===== config.mk =====
export PLATFORM = sky130hd
export DESIGN_NAME = kv_arbiter
export DESIGN_NICKNAME = d
export VERILOG_FILES = /design/src/rtl/kv_pkg.sv /design/src/rtl/kv_rr_arbiter.sv /design/src/rtl/kv_arbiter.sv
export SDC_FILE = /design/constraint.sdc
export NUM_CORES = 1
export LEC_CHECK = 0
export BUFFER_PORTS_ARGS = -buffer_cell sky130_fd_sc_hd__buf_4
export CAP_MARGIN = 20
export CORE_ASPECT_RATIO = 0.9
export CORE_UTILIZATION = 47
export CTS_BUF_LIST = sky130_fd_sc_hd__clkbuf_8 sky130_fd_sc_hd__clkbuf_16
export DETAILED_ROUTE_END_ITERATION = 12
export HOLD_SLACK_MARGIN = 0.1
export PLACE_DENSITY = 0.8
export REMOVE_ABC_BUFFERS = 1
export SLEW_MARGIN = 20
export SYNTH_ARGS = -nofsm -noshare
export SYNTH_HDL_FRONTEND = slang
export SYNTH_HIERARCHICAL = 1
export SYNTH_SLANG_ARGS = --single-unit

===== constraint.sdc =====
create_clock -name sys_clk -period 3.85 [get_ports sys_clk]
set_input_delay 1.155 -clock sys_clk [delete_from_list [all_inputs] [get_ports sys_clk]]
set_output_delay 1.155 -clock sys_clk [all_outputs]
set_load 0.005 [all_outputs]

===== src/rtl/kv_pkg.sv =====
// Shared types and constants for the key/value store arbiter.
package kv_pkg;

   localparam int KV_W        = 16;
   localparam int TIMEOUT_DEF = 64;

   typedef enum logic [1:0] {
      ST_IDLE  = 2'd0,
      ST_WAIT  = 2'd1,
      ST_DRAIN = 2'd2
   } kv_state_e;

endpackage


===== src/rtl/kv_rr_arbiter.sv =====
// Two-way round-robin picker: a lone requester wins; when both request,
// the port that did not win last time is chosen.
module kv_rr_arbiter (
   input  logic [1:0] req,
   input  logic       last_grant,
   output logic [1:0] gnt
);

   always_comb begin
      gnt = 2'b00;
      case (req)
         2'b01:   gnt = 2'b01;
         2'b10:   gnt = 2'b10;
         2'b11:   gnt = last_grant ? 2'b01 : 2'b10;
         default: gnt = 2'b00;
      endcase
   end

endmodule


===== src/rtl/kv_arbiter.sv =====
// Arbitrates two requesters onto one key/value store port, with a WAIT
// timeout that aborts the store transaction and returns an error.
//
//   state    | meaning
//   ---------+-------------------------------------------------------
//   ST_IDLE  | no transaction; grant a requester when the store is free
//   ST_WAIT  | request presented on M_*, counting until ACK or timeout
//   ST_DRAIN | result returned; wait for the store to drop M_ACK_i
module kv_arbiter
   import kv_pkg::*;
#(
   parameter int unsigned TIMEOUT = TIMEOUT_DEF
) (
   input  logic            sys_clk,
   input  logic            sys_rst_n,

   input  logic            R0_STB_i,
   input  logic            R0_WE_i,
   input  logic [KV_W-1:0] R0_ADR_i,
   input  logic [KV_W-1:0] R0_DAT_i,
   input  logic            R0_ADR_IS_KEY_i,
   input  logic            R0_DAT_IS_KEY_i,
   output logic            R0_ACK_o,
   output logic [KV_W-1:0] R0_DAT_o,
   output logic            R0_DUP_o,
   output logic            R0_ERR_o,
   output logic            R0_STALL_o,

   input  logic            R1_STB_i,
   input  logic            R1_WE_i,
   input  logic [KV_W-1:0] R1_ADR_i,
   input  logic [KV_W-1:0] R1_DAT_i,
   input  logic            R1_ADR_IS_KEY_i,
   input  logic            R1_DAT_IS_KEY_i,
   output logic            R1_ACK_o,
   output logic [KV_W-1:0] R1_DAT_o,
   output logic            R1_DUP_o,
   output logic            R1_ERR_o,
   output logic            R1_STALL_o,

   output logic            M_STB_o,
   output logic            M_CYC_o,
   output logic            M_WE_o,
   output logic            M_ADR_IS_KEY_o,
   output logic            M_DAT_IS_KEY_o,
   output logic [KV_W-1:0] M_ADR_o,
   output logic [KV_W-1:0] M_DAT_o,
   output logic            M_ABORT_o,
   input  logic            M_ACK_i,
   input  logic            M_DUP_i,
   input  logic            M_STALL_i,
   input  logic [KV_W-1:0] M_DAT_i
);

   localparam logic [7:0] CNT_LAST = 8'(TIMEOUT - 1);

   logic [1:0]            rst_sync_q;
   logic                  ready;
   logic [1:0]            req;
   logic [1:0]            gnt;
   logic [1:0]            we_v, akey_v, dkey_v;
   logic [1:0][KV_W-1:0]  adr_v, dat_v;

   kv_state_e             state_q, state_d;
   logic                  last_grant_q;
   logic                  sel_q;
   logic [7:0]            cnt_q;
   logic                  do_grant, do_done, do_abort;

   logic [1:0]            ack_q, dup_q, err_q;
   logic [1:0][KV_W-1:0]  rdat_q;
   logic                  m_stb_q, m_cyc_q, m_we_q, m_akey_q, m_dkey_q, m_abort_q;
   logic [KV_W-1:0]       m_adr_q, m_dat_q;

   // Assertion is immediate; release reaches the grant logic two edges later.
   always_ff @(posedge sys_clk or negedge sys_rst_n) begin
      if (!sys_rst_n) rst_sync_q <= 2'b00;
      else            rst_sync_q <= {rst_sync_q[0], 1'b1};
   end
   assign ready = rst_sync_q[1];

   assign req    = {R1_STB_i, R0_STB_i};
   assign we_v   = {R1_WE_i, R0_WE_i};
   assign akey_v = {R1_ADR_IS_KEY_i, R0_ADR_IS_KEY_i};
   assign dkey_v = {R1_DAT_IS_KEY_i, R0_DAT_IS_KEY_i};
   assign adr_v  = {R1_ADR_i, R0_ADR_i};
   assign dat_v  = {R1_DAT_i, R0_DAT_i};

   kv_rr_arbiter u_rr (
      .req        (req),
      .last_grant (last_grant_q),
      .gnt        (gnt)
   );

   always_ff @(posedge sys_clk or negedge sys_rst_n) begin
      if (!sys_rst_n) state_q <= ST_IDLE;
      else            state_q <= state_d;
   end

   always_comb begin
      state_d  = state_q;
      do_grant = 1'b0;
      do_done  = 1'b0;
      do_abort = 1'b0;
      case (state_q)
         ST_IDLE: begin
            if (ready && (req != 2'b00) && !M_STALL_i) begin
               do_grant = 1'b1;
               state_d  = ST_WAIT;
            end
         end
         ST_WAIT: begin
            // a store ACK in the timeout cycle still counts as completion
            if (M_ACK_i) begin
               do_done = 1'b1;
               state_d = ST_DRAIN;
            end else if (cnt_q == CNT_LAST) begin
               do_abort = 1'b1;
               state_d  = ST_DRAIN;
            end
         end
         ST_DRAIN: begin
            if (!M_ACK_i) state_d = ST_IDLE;
         end
         default: state_d = ST_IDLE;
      endcase
   end

   always_ff @(posedge sys_clk or negedge sys_rst_n) begin
      if (!sys_rst_n) begin
         last_grant_q <= 1'b1;
         sel_q        <= 1'b0;
         cnt_q        <= 8'd0;
         ack_q        <= 2'b00;
         dup_q        <= 2'b00;
         err_q        <= 2'b00;
         rdat_q       <= '0;
         m_stb_q      <= 1'b0;
         m_cyc_q      <= 1'b0;
         m_we_q       <= 1'b0;
         m_akey_q     <= 1'b0;
         m_dkey_q     <= 1'b0;
         m_adr_q      <= '0;
         m_dat_q      <= '0;
         m_abort_q    <= 1'b0;
      end else begin
         ack_q     <= 2'b00;
         m_abort_q <= 1'b0;
         if (state_q == ST_WAIT && cnt_q != 8'hFF) cnt_q <= cnt_q + 8'd1;
         if (do_grant) begin
            sel_q        <= gnt[1];
            last_grant_q <= gnt[1];
            cnt_q        <= 8'd0;
            m_stb_q      <= 1'b1;
            m_cyc_q      <= 1'b1;
            m_we_q       <= we_v[gnt[1]];
            m_akey_q     <= akey_v[gnt[1]];
            m_dkey_q     <= dkey_v[gnt[1]];
            m_adr_q      <= adr_v[gnt[1]];
            m_dat_q      <= dat_v[gnt[1]];
         end
         if (do_done) begin
            rdat_q[sel_q] <= M_DAT_i;
            dup_q[sel_q]  <= M_DUP_i;
            err_q[sel_q]  <= 1'b0;
            ack_q[sel_q]  <= 1'b1;
            m_stb_q       <= 1'b0;
            m_cyc_q       <= 1'b0;
         end
         if (do_abort) begin
            rdat_q[sel_q] <= '0;
            dup_q[sel_q]  <= 1'b0;
            err_q[sel_q]  <= 1'b1;
            ack_q[sel_q]  <= 1'b1;
            m_abort_q     <= 1'b1;
            m_stb_q       <= 1'b0;
            m_cyc_q       <= 1'b0;
         end
      end
   end

   // Stall is forced low while reset is held so every output reads zero.
   assign R0_STALL_o = sys_rst_n & ~(do_grant & gnt[0]);
   assign R1_STALL_o = sys_rst_n & ~(do_grant & gnt[1]);

   assign R0_ACK_o = ack_q[0];
   assign R0_DAT_o = rdat_q[0];
   assign R0_DUP_o = dup_q[0];
   assign R0_ERR_o = err_q[0];
   assign R1_ACK_o = ack_q[1];
   assign R1_DAT_o = rdat_q[1];
   assign R1_DUP_o = dup_q[1];
   assign R1_ERR_o = err_q[1];

   assign M_STB_o        = m_stb_q;
   assign M_CYC_o        = m_cyc_q;
   assign M_WE_o         = m_we_q;
   assign M_ADR_IS_KEY_o = m_akey_q;
   assign M_DAT_IS_KEY_o = m_dkey_q;
   assign M_ADR_o        = m_adr_q;
   assign M_DAT_o        = m_dat_q;
   assign M_ABORT_o      = m_abort_q;

endmodule


After elaboration in Yosys (flattened, before gate mapping)

Index checks and enable logic that the tools add are counted.

Bits in registers: 89
Input port bits: 93
Output and inout bits: 78

Add/sub/neg operators: 1
Magnitude comparators: 3
Equality and inequality tests: 10
Muxes and demuxes: 44
Bitwise logic cells: 13
Reductions and logical operators: 10

Operators with widths:

| cell                  | number |
|---|---|
| $mux W16              | 5 |
| $mux W32              | 2 |
| $and A32 B32 Y32      | 1 |
| $bwmux W32            | 1 |
| $not A32 Y32          | 1 |
| $mux W2               | 11 |
| $mux W1               | 18 |
| $demux W16 S1         | 1 |
| $mux W8               | 2 |
| $pmux W2 S3           | 2 |
| $add A8 B1 Y8 const B | 1 |
| $eq A8 B6 Y1 const B  | 1 |
| $ne A8 B8 Y1 const B  | 1 |
| $eq A2 B2 Y1 const B  | 3 |
| $and A1 B1 Y1         | 4 |
| $and A2 B2 Y2         | 2 |
| $eq A2 B1 Y1 const B  | 2 |
| $logic_and A1 B1 Y1   | 4 |
| $lt A1 B2 Y1 const B  | 2 |
| $ne A2 B2 Y1 const B  | 2 |
| $or A2 B2 Y2          | 2 |
| $reduce_bool A2 Y1    | 2 |
| $ne A3 B3 Y1 const B  | 1 |
| $reduce_and A3 Y1     | 1 |
| 8 further kinds       | 9 |

Longest topological paths before layout

Depth after elaboration: 9
Gate-level depth with buffers: 6
Mapped depth without buffers: 5

By module

Netlist, hierarchy kept.

Modules (own cells, without submodules):

| module        | times used | cells each | area an instance (sq um) | seq. area each (sq um) |
|---|---|---|---|---|
| kv_arbiter    | 1          | 318        | 3741.1                   | 2228.4 |
| kv_rr_arbiter | 1          | 3          | 18.8                     | 0.0 |

Least setup slack after synthesis

OpenSTA, ideal clock, no wires.

Path type: input -> output
Start: input port R1_STB_i
End: output port R1_STALL_o
Data arrival time: 2270 ps
Setup slack: 425 ps
Stages on the path: 5
Path buffers: 2
Path through: a21boi_0 -> buf_4 -> buf_1 -> nand2_1 -> and2_1

Cells in the longest elaborated chain, start to end: 8
Elaborated cells on any way between the ends: 12
Those cells by class: 3 x eq/ne; 3 x mux; 3 x bitwise; 3 x reduce/logical

RTL lines:

| what                              | RTL line          | text |
|---|---|---|
| start, declared                   | kv_arbiter.sv:29  | `input logic R1_STB_i,` |
| $reduce_bool A2 Y1                | kv_arbiter.sv:107 | `if (ready && (req != 2'b00) && !M_STALL_i) begin` |
| $logic_and A1 B1 Y1 (2 in series) | kv_arbiter.sv:107 |  |
| $mux W1                           | kv_arbiter.sv:107 |  |
| $mux W1                           | kv_arbiter.sv:105 | `case (state_q)` |
| $and A1 B1 Y1 (*)                 | kv_arbiter.sv:184 | `assign R1_STALL_o = sys_rst_n & ~(do_grant & gnt[1]);` |
| $not A1 Y1 (*)                    | kv_arbiter.sv:184 |  |
| $and A1 B1 Y1 (*)                 | kv_arbiter.sv:184 |  |
| end, declared                     | kv_arbiter.sv:39  | `output logic R1_STALL_o,` |

Every way passes the cells marked *; elsewhere a longest branch is shown, timed or not.

Worst setup path in the final report

Start: input port M_STALL_i
End: output port R1_STALL_o

Cells in the longest elaborated chain, start to end: 7

RTL lines:

| what                | RTL line          | text |
|---|---|---|
| start, declared     | kv_arbiter.sv:51  | `input logic M_STALL_i,` |
| $logic_not A1 Y1    | kv_arbiter.sv:107 |  |
| $logic_and A1 B1 Y1 | kv_arbiter.sv:107 |  |
| $mux W1             | kv_arbiter.sv:107 |  |
| $mux W1             | kv_arbiter.sv:105 |  |
| $and A1 B1 Y1       | kv_arbiter.sv:184 |  |
| $not A1 Y1          | kv_arbiter.sv:184 |  |
| $and A1 B1 Y1       | kv_arbiter.sv:184 |  |

No other way between the ends.

==> impl_metrics.csv <==
group,metric,value,unit
outcome,status,"complete, no violations",
global_routing,grt_max_degree,78,
timing,drv_slew,0,
setup_path,crit_start,"M_STALL_i",
setup_path,crit_top_cell,"buf_4",
layout,drive_gt1_share,40.7,%
floorplan,dieArea,8360,um^2
layout,multi_input_area,1410,um^2
timing,setup_viol,0,
timing,hold_viol_final,0,
floorplan,io_pins,171,
power,p_sw,0.957,mW
detailed_routing,viasPerCell,5.32,
yosys,yosys.cell_count.top_type,"dfrtp_1",
yosys,synth_top_area_cell,"dfrtp_1",
clock_tree,cts_max_level,3,
yosys,synthCells,321,
setup_path,crit_required,2690,ps
detailed_routing,drc,0,
yosys,ys_ff_latch,89,
setup_path,r2r_cells,4,
timing,rsz0062_at_grt,"false",
timing,setup_ws,375,ps
clock_tree,cts-root-buf,"clkbuf_8",
timing,worstMarginPinSlew,958,ps
global_routing,antenna_found_initial,0,
floorplan,core-area,7660,um^2
yosys,synth_top_cells_by_area,"dfrtp_1 (59%), mux2i_1 (9.3%), a32o_1 (9.1%), o21ai_0 (5.6%), nand2_1 (4.5%)",
detailed_routing,drt_pre_antenna_iters,4,
power,cell_internal_pwr,2.34,mW
power,p_sw_share,29.0,%
power,pwr-share-clk,22.3,%
clock_tree,numCtsBuffers,9,
timing,fin_setup_tns,0,ps
setup_path,critical_path_class,"in2out",
yosys,synthFlopType,"dfrtp_1",
timing,maxSlewHeadroom,35.5,%
clock_tree,cts_sinks,89,
power,ir_drop,265,uV
power,p_leak,2.66,nW
flow_run,drv_cap,0,
hold_path,min_path_type,"reg2reg",
clock_tree,clk_pin_slew,90,ps
layout,register_area,2230,um^2
yosys,ys_seq_area_share,59.3,%
place,pre_cts_slack,348,ps
floorplan,initial_core_util,49.1,%
global_routing,grt_pass1_wl,14400,um
setup_path,r2r-start,"state_q[1]",
layout,diodes,0,
setup_path,cp-end-kind,"primary output",
setup_path,cp_cell_sequence,"buf_4, nor4b_1, o21a_1, nand2_1, and2_1, buf_4",
layout,nFillCells,582,
floorplan,die_h,86.9,um
yosys,synth-async-reset-ratio,100,%
yosys,synth_common_cells,"dfrtp_1 (88), nand2_1 (45), o21ai_0 (42), mux2i_1 (35), a32o_1 (34)",
detailed_routing,routed_wl,9230,um
setup_path,critPathMaxStageDelay,320,ps
setup_path,endpoint,"R1_STALL_o",
clock_tree,holdBufCountCts,0,
timing,post-route-period-util,90.3,%
setup_path,cp_max_fo,7,
clock_tree,cts_tree,"done",
layout,syn2layout_area_growth,41.7,%
detailed_routing,via_count,3103,
setup_path,cp_slowest_cell,"nor4b_1",
yosys,synth-edff-count,0,
power,comb_power_share,32.8,%
place,port_buffers,170,
timing,clock_skew,9.76,ps
clock_tree,cts_resized,0,
setup_path,crit_path_start_kind,"input port",
layout,finish.utilization,69.6,%
floorplan,row_count,30,
detailed_routing,drtAntennaViolNets,0,
setup_path,r2r_setup_slack,1600,ps
power,pwr-share-seq,44.8,%
global_routing,grtUsageTotal,22.7,%
yosys,synth_cell_types,40,
clock_tree,cts_max_path_buffers,2,
global_routing,grt_pass1_vias,3128,
yosys,ys_warn_count,6,
place,dpl.hpwl,6580,um
global_routing,overflow,0,
place,gp_congestion,0.804,
layout,nets,576,
yosys,synth_area_per_cell,11.7,um^2
floorplan,dieWidth,96.3,um
timing,post-route-min-period,3480,ps
setup_path,arrival,2320,ps
power,powerDensity,620,nW/um^2
yosys,syn-cell-area,3760,um^2
timing,max_freq,288,MHz
clock_tree,clock_latency,350,ps
detailed_routing,wl_per_cell,15.8,um
clock_tree,post_cts_buffers,0,
yosys,synth_top_cell_area_share,58.6,%
detailed_routing,initialDrtViolationCount,76,
per-stage QoR:
stage	instances	hold slack, ps	power [mW]	instance area, um^2
2_1_floorplan	296	331	1.89	3630
3_5_place_dp	567	343	2.60	5090
3_3_place_gp	567	337	2.55	5090
4_1_cts	583	359	3.35	5330
5_1_grt	583	363	3.53	5330
6_report	583	358	3.30	5330
how the worst min path moves through the flow:
stage	startpoint	end	slack [ps]	depth (start not counted)
global route	rst_sync_q[0]	rst_sync_q[1]	360	0
CTS	rst_sync_q[0]	rst_sync_q[1]	360	0
global placement	rst_sync_q[0]	rst_sync_q[1]	340	0
detailed placement	rst_sync_q[0]	rst_sync_q[1]	340	0
finish	rst_sync_q[0]	rst_sync_q[1]	360	0
floorplan	rst_sync_q[0]	rst_sync_q[1]	330	0
power groups by stage:
stage          Sequential (mW)  Combinational (mW)  Clock [mW]
2_1_floorplan             1.50               0.395           0
3_3_place_gp              1.48                1.07           0
3_5_place_dp              1.50                1.10           0
4_1_cts                   1.48                1.10       0.758
5_1_grt                   1.53                1.22       0.789
6_report                  1.48                1.08       0.738
routing by layer:
metal  up-vias  GRT usage, %  share of wire, %
met5         -             0                 0
met4         0          5.29              0.66
met3         6          9.34               9.5
met2       131          39.1                50
met1      1469          26.4                40
li1       1497             -                 -
worst max-delay path: cells and delay by family:
family                 cells  cell delay (ps)
buffers and inverters      2              240
AO/OA/AOI/OAI              1              310
AND/OR/NAND/NOR            3              620
layout make-up:
cell class / instances / area share, %
flip-flops and latches: 89 / 41.8
multi-input cells: 203 / 26.5
repair buffers: 175 / 24.7
clock buffers: 11 / 2.84
well taps: 96 / 2.25
clock inverters: 5 / 1.62
inverters: 4 / 0.282
placed cells by master, fill, tap and decap left out, drive strengths merged, types with 2 or more instances in the layout:
master / instances
inv: 5
a21oi: 7
buf: 175
nor2: 5
nand3: 5
and2: 2
o31ai: 2
o21ai: 45
nand2: 45
bufinv: 2
clkinv: 2
a32o: 34
a21boi: 3
clkbuf: 11
dfrtp: 88
mux2i: 35
nor3: 2
or3: 2
cell families after synthesis:
family	after synthesis	share of synthesized area, %
AO/OA/AOI/OAI	96	18.2
adder cells (fa/ha/maj)	1	0.333
buffers and inverters	29	3.76
flip-flops	89	59.3
multiplexers	35	9.32
other	1	0.0997
AND/OR/NAND/NOR	70	9.02
Power figures use the tool's default switching activity.
